**src/rtl/hier_fanout_node_if.sv**
```systemverilog
// Command/response link around one hierarchy node: up_* faces the parent, dn_* fans out
// to the children (a child node's up_* side attaches to one slice of its parent's dn_*).
interface hier_fanout_node_if #(
   parameter int unsigned NUM_CHILD = 5,
   parameter int unsigned DATA_W    = 16
);
   logic                 up_cmd_valid;
   logic                 up_cmd_ready;
   logic [DATA_W-1:0]    up_cmd_data;
   logic                 up_rsp_valid;
   logic                 up_rsp_ready;
   logic                 up_rsp_err;
   logic [NUM_CHILD-1:0] up_rsp_mask;
   logic [NUM_CHILD-1:0] dn_cmd_valid;
   logic [NUM_CHILD-1:0] dn_cmd_ready;
   logic [DATA_W-1:0]    dn_cmd_data;
   logic [NUM_CHILD-1:0] dn_rsp_valid;
   logic [NUM_CHILD-1:0] dn_rsp_err;

   // master: the parent plus children surrounding a node; slave: the node itself
   modport master (
      output up_cmd_valid, up_cmd_data, up_rsp_ready, dn_cmd_ready, dn_rsp_valid, dn_rsp_err,
      input  up_cmd_ready, up_rsp_valid, up_rsp_err, up_rsp_mask, dn_cmd_valid, dn_cmd_data
   );
   modport slave (
      input  up_cmd_valid, up_cmd_data, up_rsp_ready, dn_cmd_ready, dn_rsp_valid, dn_rsp_err,
      output up_cmd_ready, up_rsp_valid, up_rsp_err, up_rsp_mask, dn_cmd_valid, dn_cmd_data
   );
endinterface

```
**src/rtl/hier_fanout_node.sv**
```systemverilog
// Hierarchy fan-out node: FIFOs parent commands, issues each to all enabled children
// (MODE 0) or to one child round-robin (MODE 1), and returns one aggregated response.
module hier_fanout_node #(
   parameter int unsigned NUM_CHILD = 5,
   parameter int unsigned DATA_W    = 16,
   parameter int unsigned DEPTH     = 4,
   parameter int unsigned MODE      = 0
) (
   input  logic                         clk,
   input  logic                         rst_n,
   hier_fanout_node_if.slave            bus,
   input  logic [NUM_CHILD-1:0]         child_en,
   output logic [$clog2(DEPTH+1)-1:0]   cmd_level,
   output logic                         busy
);
   localparam int unsigned LvlW = $clog2(DEPTH + 1);
   localparam int unsigned PtrW = $clog2(DEPTH);
   localparam int unsigned IdxW = (NUM_CHILD > 1) ? $clog2(NUM_CHILD) : 1;

   localparam logic [1:0] StIdle  = 2'd0;
   localparam logic [1:0] StIssue = 2'd1;
   localparam logic [1:0] StWait  = 2'd2;
   localparam logic [1:0] StResp  = 2'd3;

   logic [DATA_W-1:0]    mem_q [DEPTH];
   logic [PtrW-1:0]      wr_ptr_q, rd_ptr_q;
   logic [LvlW-1:0]      level_q, level_d;
   logic                 push, pop;

   logic [1:0]           state_q, state_d;
   logic [DATA_W-1:0]    cmd_q, cmd_d;
   logic [NUM_CHILD-1:0] tgt_q, tgt_d, acc_q, acc_d, done_q, done_d;
   logic                 err_q, err_d;
   logic [IdxW-1:0]      rr_q, rr_d, rr_next;
   logic [NUM_CHILD-1:0] rr_tgt, new_tgt, hs, new_done;
   logic                 rr_found;
   int unsigned          rr_idx;

   // Ready depends only on occupancy, never on a same-cycle pop.
   assign bus.up_cmd_ready = (level_q < LvlW'(DEPTH));
   assign push             = bus.up_cmd_valid & bus.up_cmd_ready;
   assign pop              = (state_q == StIdle) && (level_q != '0);

   always_comb begin
      level_d = level_q;
      case ({push, pop})
         2'b10:   level_d = level_q + LvlW'(1);
         2'b01:   level_d = level_q - LvlW'(1);
         default: level_d = level_q;
      endcase
   end

   always_ff @(posedge clk) begin
      if (push) mem_q[wr_ptr_q] <= bus.up_cmd_data;
   end

   always_ff @(posedge clk or negedge rst_n) begin
      if (!rst_n) begin
         wr_ptr_q <= '0;
         rd_ptr_q <= '0;
         level_q  <= '0;
      end else begin
         if (push) wr_ptr_q <= wr_ptr_q + PtrW'(1);
         if (pop)  rd_ptr_q <= rd_ptr_q + PtrW'(1);
         level_q <= level_d;
      end
   end

   // First enabled child at or after the pointer, wrapping once around the ring.
   always_comb begin
      rr_tgt   = '0;
      rr_next  = rr_q;
      rr_found = 1'b0;
      rr_idx   = 0;
      for (int unsigned k = 0; k < NUM_CHILD; k++) begin
         rr_idx = 32'(rr_q) + k;
         if (rr_idx >= NUM_CHILD) rr_idx = rr_idx - NUM_CHILD;
         if (!rr_found && child_en[rr_idx[IdxW-1:0]]) begin
            rr_found                  = 1'b1;
            rr_tgt[rr_idx[IdxW-1:0]]  = 1'b1;
            rr_next = (rr_idx == NUM_CHILD - 1) ? '0 : IdxW'(rr_idx + 1);
         end
      end
   end

   assign new_tgt  = (MODE == 0) ? child_en : rr_tgt;
   assign hs       = bus.dn_cmd_valid & bus.dn_cmd_ready;
   assign new_done = bus.dn_rsp_valid & tgt_q & ~done_q;

   always_comb begin
      state_d = state_q;
      cmd_d   = cmd_q;
      tgt_d   = tgt_q;
      acc_d   = acc_q;
      done_d  = done_q;
      err_d   = err_q;
      rr_d    = rr_q;
      case (state_q)
         StIdle: begin
            if (pop) begin
               cmd_d = mem_q[rd_ptr_q];
               tgt_d = new_tgt;
               if (MODE != 0) rr_d = rr_next;
               if (new_tgt != '0) begin
                  state_d = StIssue;
               end else begin
                  state_d = StResp;
                  err_d   = 1'b1;
               end
            end
         end
         StIssue, StWait: begin
            // Done pulses count from the first ISSUE cycle, even ahead of their accept.
            acc_d  = acc_q | hs;
            done_d = done_q | new_done;
            err_d  = err_q | (|(new_done & bus.dn_rsp_err));
            if (acc_d == tgt_q) begin
               state_d = (done_d == tgt_q) ? StResp : StWait;
            end
         end
         StResp: begin
            if (bus.up_rsp_ready) begin
               acc_d   = '0;
               done_d  = '0;
               err_d   = 1'b0;
               state_d = StIdle;
            end
         end
         default: state_d = StIdle;
      endcase
   end

   always_ff @(posedge clk or negedge rst_n) begin
      if (!rst_n) begin
         state_q <= StIdle;
         cmd_q   <= '0;
         tgt_q   <= '0;
         acc_q   <= '0;
         done_q  <= '0;
         err_q   <= 1'b0;
         rr_q    <= '0;
      end else begin
         state_q <= state_d;
         cmd_q   <= cmd_d;
         tgt_q   <= tgt_d;
         acc_q   <= acc_d;
         done_q  <= done_d;
         err_q   <= err_d;
         rr_q    <= rr_d;
      end
   end

   assign bus.dn_cmd_valid = (state_q == StIssue) ? (tgt_q & ~acc_q) : '0;
   assign bus.dn_cmd_data  = cmd_q;
   assign bus.up_rsp_valid = (state_q == StResp);
   assign bus.up_rsp_err   = (state_q == StResp) & err_q;
   assign bus.up_rsp_mask  = (state_q == StResp) ? tgt_q : '0;
   assign cmd_level        = level_q;
   assign busy             = (state_q != StIdle) || (level_q != '0);
endmodule

```
**src/flat_wrapper.sv**
```systemverilog
// flat-port wrapper written by rule: the top's interface ports become plain ports
module hier_fanout_node_flat 
#(
   parameter int unsigned NUM_CHILD = 5,
   parameter int unsigned DATA_W    = 16,
   parameter int unsigned DEPTH     = 4,
   parameter int unsigned MODE      = 0
)
  (clk, rst_n, child_en, cmd_level, busy, bus_up_cmd_valid, bus_up_cmd_data, bus_up_rsp_ready, bus_dn_cmd_ready, bus_dn_rsp_valid, bus_dn_rsp_err, bus_up_cmd_ready, bus_up_rsp_valid, bus_up_rsp_err, bus_up_rsp_mask, bus_dn_cmd_valid, bus_dn_cmd_data);
  hier_fanout_node_if #(.NUM_CHILD(NUM_CHILD), .DATA_W(DATA_W)) bus_i ();
  input  logic clk;
  input  logic rst_n;
  input  logic [NUM_CHILD-1:0] child_en;
  output logic [$clog2(DEPTH+1)-1:0] cmd_level;
  output logic busy;
  input wire logic [$bits(bus_i.up_cmd_valid)-1:0] bus_up_cmd_valid;
  input wire logic [$bits(bus_i.up_cmd_data)-1:0] bus_up_cmd_data;
  input wire logic [$bits(bus_i.up_rsp_ready)-1:0] bus_up_rsp_ready;
  input wire logic [$bits(bus_i.dn_cmd_ready)-1:0] bus_dn_cmd_ready;
  input wire logic [$bits(bus_i.dn_rsp_valid)-1:0] bus_dn_rsp_valid;
  input wire logic [$bits(bus_i.dn_rsp_err)-1:0] bus_dn_rsp_err;
  output wire logic [$bits(bus_i.up_cmd_ready)-1:0] bus_up_cmd_ready;
  output wire logic [$bits(bus_i.up_rsp_valid)-1:0] bus_up_rsp_valid;
  output wire logic [$bits(bus_i.up_rsp_err)-1:0] bus_up_rsp_err;
  output wire logic [$bits(bus_i.up_rsp_mask)-1:0] bus_up_rsp_mask;
  output wire logic [$bits(bus_i.dn_cmd_valid)-1:0] bus_dn_cmd_valid;
  output wire logic [$bits(bus_i.dn_cmd_data)-1:0] bus_dn_cmd_data;
  assign bus_i.up_cmd_valid = bus_up_cmd_valid;
  assign bus_i.up_cmd_data = bus_up_cmd_data;
  assign bus_i.up_rsp_ready = bus_up_rsp_ready;
  assign bus_i.dn_cmd_ready = bus_dn_cmd_ready;
  assign bus_i.dn_rsp_valid = bus_dn_rsp_valid;
  assign bus_i.dn_rsp_err = bus_dn_rsp_err;
  assign bus_up_cmd_ready = bus_i.up_cmd_ready;
  assign bus_up_rsp_valid = bus_i.up_rsp_valid;
  assign bus_up_rsp_err = bus_i.up_rsp_err;
  assign bus_up_rsp_mask = bus_i.up_rsp_mask;
  assign bus_dn_cmd_valid = bus_i.dn_cmd_valid;
  assign bus_dn_cmd_data = bus_i.dn_cmd_data;
  hier_fanout_node #(.NUM_CHILD(NUM_CHILD), .DATA_W(DATA_W), .DEPTH(DEPTH), .MODE(MODE)) u_core (.clk(clk), .rst_n(rst_n), .bus(bus_i), .child_en(child_en), .cmd_level(cmd_level), .busy(busy));
endmodule
```
**config.mk**
```make
export PLATFORM = sky130hd
export DESIGN_NAME = hier_fanout_node_flat
export DESIGN_NICKNAME = d
export VERILOG_FILES = /design/src/rtl/hier_fanout_node_if.sv /design/src/rtl/hier_fanout_node.sv /design/src/flat_wrapper.sv
export SDC_FILE = /design/constraint.sdc
export NUM_CORES = 1
export LEC_CHECK = 0
export CORE_MARGIN = 2
export CORE_UTILIZATION = 40
export CTS_CLUSTER_SIZE = 28
export DETAILED_ROUTE_END_ITERATION = 12
export PLACE_DENSITY_LB_ADDON = 0.05
export SLEW_MARGIN = 25
export SYNTH_ARGS = -nofsm -noshare
export SYNTH_HDL_FRONTEND = slang
export SYNTH_SLANG_ARGS = --single-unit
export TNS_END_PERCENT = 10
```
**constraint.sdc**
```tcl
create_clock -name clk -period 3.8 [get_ports clk]
set_input_delay 0.76 -clock clk [delete_from_list [all_inputs] [get_ports clk]]
set_output_delay 0.76 -clock clk [all_outputs]
set_load 0.005 [all_outputs]
```
# [Word level (Yosys, flattened, before mapping)]
# Memory sizes are Yosys's and may differ from the RTL's. A register that Yosys moved wholly into a read port is not among the register bits.
# Index checks and enable logic that the tools add are counted.
[word_totals] ram_bits=64 reg_bits=25 inputBits=40 n_memories=1 elab_cells=70
[op_classes] mux=18 eq_ne=11 reduce_logical=15 add_sub_neg=4 n_lt_le_gt_ge=1 n_bitwise=12
[memory_table] memory="u_core.mem_q" words=4 word_bits=16 rd=1 rd_clocked_by_memory_dff=1 write_ports=1 line_no="hier_fanout_node.sv:25" source="logic [DATA_W-1:0] mem_q [DEPTH];"
[op_table] op="$and 5x5->5" count=5
[op_table] op="$pmux 5 s2" count=2
[op_table] op="$mux 5" count=3
[op_table] op="$eq 5x5->1" count=2
[op_table] op="$not 5->5" count=2
[op_table] op="$or 5x5->5" count=2
[op_table] op="$mux 2" count=4
[op_table] op="$eq 2x2->1 const B" count=3
[op_table] op="$mux 1" count=6
[op_table] op="$pmux 2 s3" count=1
[op_table] op="$pmux 3 s2" count=1
[op_table] op="$reduce_and 3->1" count=2
[op_table] op="$reduce_bool 2->1" count=3
[op_table] op="$reduce_bool 5->1" count=1
[op_table] op="$reduce_or 5->1" count=1
[op_table] op="$add 2x1->2 const B" count=2
[op_table] op="$eq 2x1->1 const B" count=2
[op_table] op="$ne 2x1->1 const B" count=2
[op_table] op="$ne 2x2->1 const B" count=2
[op_table] op="$reduce_and 2->1" count=2
[op_table] op="$add 3x1->3 const B" count=1
[op_table] op="$lt 3x3->1 const B" count=1
[op_table] op="$pmux 1 s3" count=1
[op_table] op="$reduce_bool 3->1" count=1
[op_table] op="8 further kinds" count=9

# [Logic depth before layout (Yosys ltp)]
[depth] word_depth=8 ltp_mapped=11 mapped_depth_nobuf=10

# [Worst setup path after synthesis]
# OpenSTA, ideal clock, no wires.
[synth_timing] kind="input-to-reg" startpoint="input bus_up_cmd_valid" endpoint="register u_core.level_q[2] (netlist: u_core.cmd_level[2])" arrival_time_ps=2023 setup_slack_ps=1697 t_required_ps=3720 n_path_buf=1 path_stages=9 cell_sequence="nor2b_1 > clkbuf_1 > inv_1 > ha_1 > inv_1 > fa_1 > xor2_1 > nor2_1 > xnor2_1"
[synth_via] elab_chain_len=3
[synth_lines] element="start, declared" line_no="flat_wrapper.sv:16" source="input wire logic [$bits(bus_i.up_cmd_valid)-1:0] bus_up_cmd_valid;"
[synth_lines] element="$and 1x1->1 *" line_no="hier_fanout_node.sv:41" source="assign push = bus.up_cmd_valid & bus.up_cmd_ready;"
[synth_lines] element="$eq 2x1->1 or $eq 2x2->1 (tied branches)" line_no="hier_fanout_node.sv:46" source="case ({push, pop})"
[synth_lines] element="$pmux 3 s2 or $reduce_bool 2->1 (tied branches)"
[synth_lines] element="end signal, assigned" line_no="hier_fanout_node.sv:65" source="level_q <= level_d;"
[synth_lines] element="end, declared" line_no="hier_fanout_node.sv:27" source="logic [LvlW-1:0] level_q, level_d;"
# Every way passes the cells marked *; elsewhere a longest branch is shown, timed or not.
# A chain may end at the register's enable or synchronous reset.

# [Worst setup path in the final report]
[layout_timing] startpoint="register u_core.state_q[1]" endpoint="output bus_dn_cmd_valid[3]"
[layout_via] elab_chain_len=2
[layout_lines] element="start, declared" line_no="hier_fanout_node.sv:30" source="logic [1:0] state_q, state_d;"
[layout_lines] element="start signal, assigned" line_no="hier_fanout_node.sv:135" source="state_q <= StIdle;"
[layout_lines] element="start signal, assigned" line_no="hier_fanout_node.sv:143" source="state_q <= state_d;"
[layout_lines] element="$eq 2x1->1" line_no="hier_fanout_node.sv:153" source="assign bus.dn_cmd_valid = (state_q == StIssue) ? (tgt_q & ~acc_q) : '0;"
[layout_lines] element="$mux 5" line_no="hier_fanout_node.sv:153"
[layout_lines] element="end, declared" line_no="flat_wrapper.sv:26" source="output wire logic [$bits(bus_i.dn_cmd_valid)-1:0] bus_dn_cmd_valid;"
# Every way passes these cells.

==> summary.txt <==
Timing
  – Tmin final: 2.84 ns
  – TNS Setup: 0 ns
  – Setup Skew: 0.00917 ns
  – Unrepaired setup endpoints after global routing: false
  – Final worst setup slack: 0.962 ns
  – Hold Vio Cnt, Final: 0
  – Hold slack final: approximately 0.42 ns
  – Slew headroom: approximately 44%
  – Final setup viols: 0
  – Final period util: 74.7%
  – Max Fclk: 352 MHz
  – Worst Max-Slew Pin Slew: 0.838 ns
  – Slew Limit Fails: 0

Logic synthesis
  – Post-synth cell types: 46
  – Syn nets: 346
  – Avg Cell Area, Syn: about 15 sq um
  – Seq cells post-synth: 105
  – Async set-reset flop share out of synthesis: 39.0%
  – Mapped cell area: around 4500 sq um
  – Synth Instances: 296
  – EDFF count, synth: 64
  – Yosys Warn Count: 0
  – Top cells by area, synth: edfxtp_1 (42%), dfrtp_1 (23%), mux4_2 (6.5%)
  – Post-synth top area share: a little over two fifths
  – Top cell type by total area after synthesis: edfxtp_1
  – Sequential cell area fraction in the yosys report: 65.0%
  – Post-synth top flop: edfxtp_1

Power and ir drop
  – Pwr/cell area: 765 nW/um^2
  – Design Power: 4.33 mW
  – Max VDD drop: 0.330 mV
  – Leakage: 2.09 nW

Job
  – Max-cap viol count: 0

Global route
  – Antenna violations before repair: 0
  – Total grt overflow: 0
  – Global Route Usage Sum: 15.8%
  – Largest net degree at the start of global routing: 25
  – First-pass GRT wire length: approximately 15 mm
  – Vias in the first global route: approximately 2700

Finish
  – Share of layout cells above drive strength 1: 17.0%
  – Antenna diode count: 0
  – Leading cell type in the layout, fill and taps excluded: clkdlybuf4s50_1
  – Area delta synth->final: 24.9%
  – Final net count: 422
  – Most frequent cells in the layout: clkdlybuf4s50_1 (71), edfxtp_1 (64), dfrtp_1 (40)

Placed design
  – DPL Wire Length: 6.14 mm
  – IO Port Bufs: 72
  – Final Wtd Congestion: 0.800
  – Post-Place Setup Slack: 1.19 ns

Floorplanning
  – IO Count: 73
  – Die ar.: roughly 12000 sq um
  – Die span in x: 110 um
  – Die height: around 110 um
  – Starting Density: 41.5%
  – Site Rows: 38
  – Core ar.: 10900 sq um

Setup path
  – CP max FO: 11
  – Critical Path AT: 2.08 ns
  – Type of origin of the critical path: flop
  – Setup Crit Path Kind: reg2out
  – Worst endpoint required time: between 3 and 4 ns
  – Worst setup EP type: primary output

CTS
  – Post-CTS setup repair buffer count: 0
  – Worst-path clk slew: around 0.070 ns
  – Clock Path Buffers: 2
  – Post-CTS Hold Fix Bufs: 0
  – Total clock sinks: 105
  – Post-cts resize count: 0
  – CTS Root Cell: clkbuf_16
  – Total CTS buffers: 9
  – CTS H-tree lvls: 3
  – CTS tree: done
  – Worst-Skew Late Latency: 0.34 ns

Route
  – Vias: 2648
  – DRT Pass-1 Iters: 4
  – Post-detailed-route count of antenna-violating nets: 0
  – Final WL: between 9 and 10 mm
  – Initial DRC count: between 100 and 150
  – Average wire per standard cell: 17.7 um
  – DRC: 0
  – Routed vias/inst: between 5 and 6

Worst hold path
  – Hold Path Class: in2async

Status
  – Outcome: finished clean
-- power breakdown --
| part | internal, mW | switching (mW) |
|---|---|---|
| logic | 0.916 | 0.705 |
| registers | 1.54 | 0.309 |
| clock network | 0.448 | 0.411 |
-- critical path, stage by stage (launching register included) --
cell and delay, ns:
dfrtp_1 0.40, inv_1 0.13, ha_1 0.41, nor3b_1 0.26
clkdlybuf4s50_1 0.54
-- kinds of logic (layout without fill, tap and decap cells) --
| logic type | after synthesis | in the layout | share of synthesized area (%) |
|---|---|---|---|
| compound gates | 29 | 29 | 4.64 |
| xor+xnor | 6 | 6 | 1.16 |
| fa+ha+maj | 10 | 10 | 2.93 |
| buf+inv | 28 | 108 | 3.31 |
| flops | 105 | 105 | 65.0 |
| mux | 34 | 34 | 12.6 |
| simple gates | 84 | 84 | 10.3 |
-- sequential cells by signal, summed over array words and instances, names as in the netlist --
register                flops
u_core.mem_q               64
u_core.bus.dn_cmd_data     16
u_core.acc_q                5
u_core.done_q               5
u_core.tgt_q                5
u_core.cmd_level            3
u_core.rd_ptr_q             2
u_core.state_q              2
u_core.wr_ptr_q             2
u_core.err_q                1
-- metrics by stage --
step	instance area [sq um]	utilization (%)	instances
after floorplan	4530	-	296
after global placement	5370	49.1	500
after detailed placement	5390	49.3	501
after CTS	5660	51.8	516
after global routing	5660	51.8	516
final	5660	51.8	516
-- area by class of cell --
type	count	area (sq um)
Fill cell	958	5270
Sequential cell	105	2950
Multi-Input combinational cell	163	1440
Timing Repair Buffer	77	773
Clock buffer	10	229
Tap cell	140	175
Inverter	16	60.1
Clock inverter	5	41.3
-- per-layer routing --
| layer | wire length (um) | GRT usage (%) |
|---|---|---|
| met5 | 0 | 0 |
| met4 | 125 | 5.42 |
| met3 | 387 | 4.34 |
| met2 | 4440 | 25.6 |
| met1 | 4170 | 20.6 |
-- worst paths after layout --
path / start / end / slack [ns] / cells after the start
min reg2reg: u_core.acc_q[4] / u_core.acc_q[4] / 0.50 / 2
max in group asynchronous: rst_n / u_core.wr_ptr_q[1] / 2.87 / 2
min: rst_n / u_core.bus.dn_cmd_data[11] / 0.42 / 1
min in group clk: u_core.acc_q[4] / u_core.acc_q[4] / 0.50 / 2
max: u_core.state_q[1] / bus_dn_cmd_valid[3] / 0.96 / 4
max reg2reg: u_core.state_q[1] / u_core.cmd_level[2] / 1.29 / 10
-- cells in the mapped netlist, types with 2 or more instances --
| library cell | n |
|---|---|
| buf_2 | 3 |
| mux2_2 | 16 |
| o22ai_1 | 2 |
| and4_1 | 2 |
| nor2_1 | 18 |
| a31oi_1 | 10 |
| nand2_1 | 27 |
| nand4b_1 | 4 |
| o21ai_0 | 5 |
| nor3b_1 | 2 |
| mux4_2 | 13 |
| and3_2 | 2 |
| inv_1 | 13 |
| dfrtp_1 | 41 |
| ha_1 | 9 |
| a21oi_1 | 4 |
| nor2b_1 | 5 |
| mux2i_1 | 2 |
| clkbuf_1 | 3 |
| nand3_2 | 2 |
| buf_6 | 5 |
| mux4_1 | 3 |
| inv_2 | 3 |
| and2_1 | 10 |
| a211o_2 | 2 |
| nor3_1 | 3 |
| xnor2_1 | 5 |
| edfxtp_1 | 64 |
(Power assumes the default switching activity.)
==> edit, RTL diff (config.mk and constraints unchanged) <==
`MODE` is set to 0 in 2 places; all go to 1. Comments in the files are not updated.
--- a/src/rtl/hier_fanout_node.sv
+++ b/src/rtl/hier_fanout_node.sv
@@ -4,7 +4,7 @@
    parameter int unsigned NUM_CHILD = 5,
    parameter int unsigned DATA_W    = 16,
    parameter int unsigned DEPTH     = 4,
-   parameter int unsigned MODE      = 0
+   parameter int unsigned MODE      = 1
 ) (
    input  logic                         clk,
    input  logic                         rst_n,
--- a/src/flat_wrapper.sv
+++ b/src/flat_wrapper.sv
@@ -4,7 +4,7 @@
    parameter int unsigned NUM_CHILD = 5,
    parameter int unsigned DATA_W    = 16,
    parameter int unsigned DEPTH     = 4,
-   parameter int unsigned MODE      = 0
+   parameter int unsigned MODE      = 1
 )
   (clk, rst_n, child_en, cmd_level, busy, bus_up_cmd_valid, bus_up_cmd_data, bus_up_rsp_ready, bus_dn_cmd_ready, bus_dn_rsp_valid, bus_dn_rsp_err, bus_up_cmd_ready, bus_up_rsp_valid, bus_up_rsp_err, bus_up_rsp_mask, bus_dn_cmd_valid, bus_dn_cmd_data);
   hier_fanout_node_if #(.NUM_CHILD(NUM_CHILD), .DATA_W(DATA_W)) bus_i ();
Behaviour: not the same (a bounded check fails within 4 cycles, from zero or initial values and one cycle with rst_n low).
==> edit against the unedited design <==
- global-route usage up 4.6 points
- worst hold slack better by 63 ps
- largest cell class is now multi-input combinational cells
- critical endpoint is now u_core.rr_q[2]
- first-iteration DRC count up 110%
- die area up 46%
- routed wire length up 91%
- sequential cell count up 3
- setup slack worse by 770 ps
- register-to-register slack worse by 1100 ps
- synthesized area up 47%
- critical path type is now reg2reg
- cell area up 42%
- sequential share of layout area down 14 points
- synthesized cell count up 110%
Power is not shown: default switching activity piles up to over one toggle a cycle in this logic, so the estimate is an artifact.
==> edit: results (changes against the unedited design) <==
<table>
<tr><th>Metric</th><th>Value</th></tr>
<tr><th colspan="2">Yosys</th></tr>
<tr><td>Post-Synthesis Net Count</td><td>701 (was 346)</td></tr>
<tr><td>Adder and majority gate portion of the synthesized area</td><td>0.07337 (was 0.02925)</td></tr>
<tr><td>Post-synthesis async set-or-reset flop share</td><td>0.4074 (was 0.3905)</td></tr>
<tr><td>Top cells by area in the synthesized netlist</td><td>sky130_fd_sc_hd__edfxtp_1 29%, sky130_fd_sc_hd__dfrtp_1 16%, sky130_fd_sc_hd__ha_1 6.7% (was sky130_fd_sc_hd__edfxtp_1 42%, sky130_fd_sc_hd__dfrtp_1 23%, sky130_fd_sc_hd__mux4_2 6.5%)</td></tr>
<tr><td>Multiplexer share of the synthesized area</td><td>0.06925 (was 0.1261)</td></tr>
<tr><td>Synth unique cells</td><td>91 (was 46)</td></tr>
<tr><th colspan="2">Hold path</th></tr>
<tr><td>HP Class</td><td>reg2reg (was in2async)</td></tr>
<tr><th colspan="2">Final layout</th></tr>
<tr><td>Net total in the final layout</td><td>787 (was 422)</td></tr>
<tr><td>Layout cells sized above 1</td><td>0.1443 (was 0.1702)</td></tr>
<tr><th colspan="2">Placement</th></tr>
<tr><td>Detailed Place HPWL</td><td>12630 µm (was 6145 µm)</td></tr>
<tr><td>Post-Place Worst Slack</td><td>93.38 ps (was 1188 ps)</td></tr>
<tr><th colspan="2">Detailed routing</th></tr>
<tr><td>Routed wire per std cell</td><td>18.71 µm (was 17.69 µm)</td></tr>
<tr><td>Detailed-route via count</td><td>5301 (was 2648)</td></tr>
<tr><th colspan="2">GRT</th></tr>
<tr><td>Largest net degree at the start of global routing</td><td>31 (was 25)</td></tr>
<tr><td>Wire length of the first global-routing pass</td><td>28580 µm (was 14840 µm)</td></tr>
<tr><td>Number of global-route vias before repair</td><td>5386 (was 2708)</td></tr>
<tr><th colspan="2">Status</th></tr>
<tr><td>Outcome</td><td>finished clean (unchanged)</td></tr>
<tr><th colspan="2">Worst setup path</th></tr>
<tr><td>Largest delay share family, worst path</td><td>compound AO/OA/AOI/OAI gates (was buffers and inverters)</td></tr>
<tr><td>Delay of the slowest critical-path stage</td><td>500 ps (was 540 ps)</td></tr>
<tr><td>Crit path max fanout</td><td>10 (was 11)</td></tr>
</table>
==> edit: layout make-up <==
cell class | count | area, µm²
Sequential cell | 108 | 3023
Clock buffer | 10 | 229.0
Multi-Input combinational cell | 441 | 3266
Timing Repair Buffer | 108 | 985.9
Clock inverter | 6 | 95.09
Tap cell | 220 | 275.3
Inverter | 41 | 157.7
Fill cell | 1553 | 8434
==> edit: through the flow <==
| step | instances | cell area (µm²) | hold slack (ps) | utilization |
|---|---|---|---|---|
| after floorplan | 623 | 6685 | 464.4 | - |
| after global placement | 918 | 7696 | 458.8 | 0.4674 |
| after detailed placement | 918 | 7696 | 462.2 | 0.4674 |
| after CTS | 934 | 8020 | 481.5 | 0.4871 |
| after global routing | 934 | 8031 | 506.8 | 0.4878 |
| final | 934 | 8031 | 479.5 | 0.4878 |
==> edit: routing by layer <==
metal	vias up	wire length, µm	track usage
met1	2651	7757	0.2661
li1	2482	-	-
met2	134	8609	0.3497
met4	0	385	0.07033
met3	34	718	0.02930
met5	-	0	0
==> edit: repair_timing <==
item	4_1_cts	5_1_grt
resized for setup	0	4
buffers inserted	0	0
setup endpoints to repair	0	7
==> edit: final timing paths <==
kind,endpoint,slack (ps),cells past startpoint,startpoint
setup reg to reg,u_core.rr_q[2],200,12,u_core.rr_q[0]
setup / recovery,u_core.rr_q[2],200,12,u_core.rr_q[0]
min in group asynchronous,u_core.tgt_q[3],510,1,rst_n
max in group asynchronous,u_core.cmd_level[2],2580,2,rst_n
hold / removal,u_core.bus.dn_cmd_data[7],480,2,u_core.bus.dn_cmd_data[7]
hold reg to reg,u_core.bus.dn_cmd_data[7],480,2,u_core.bus.dn_cmd_data[7]
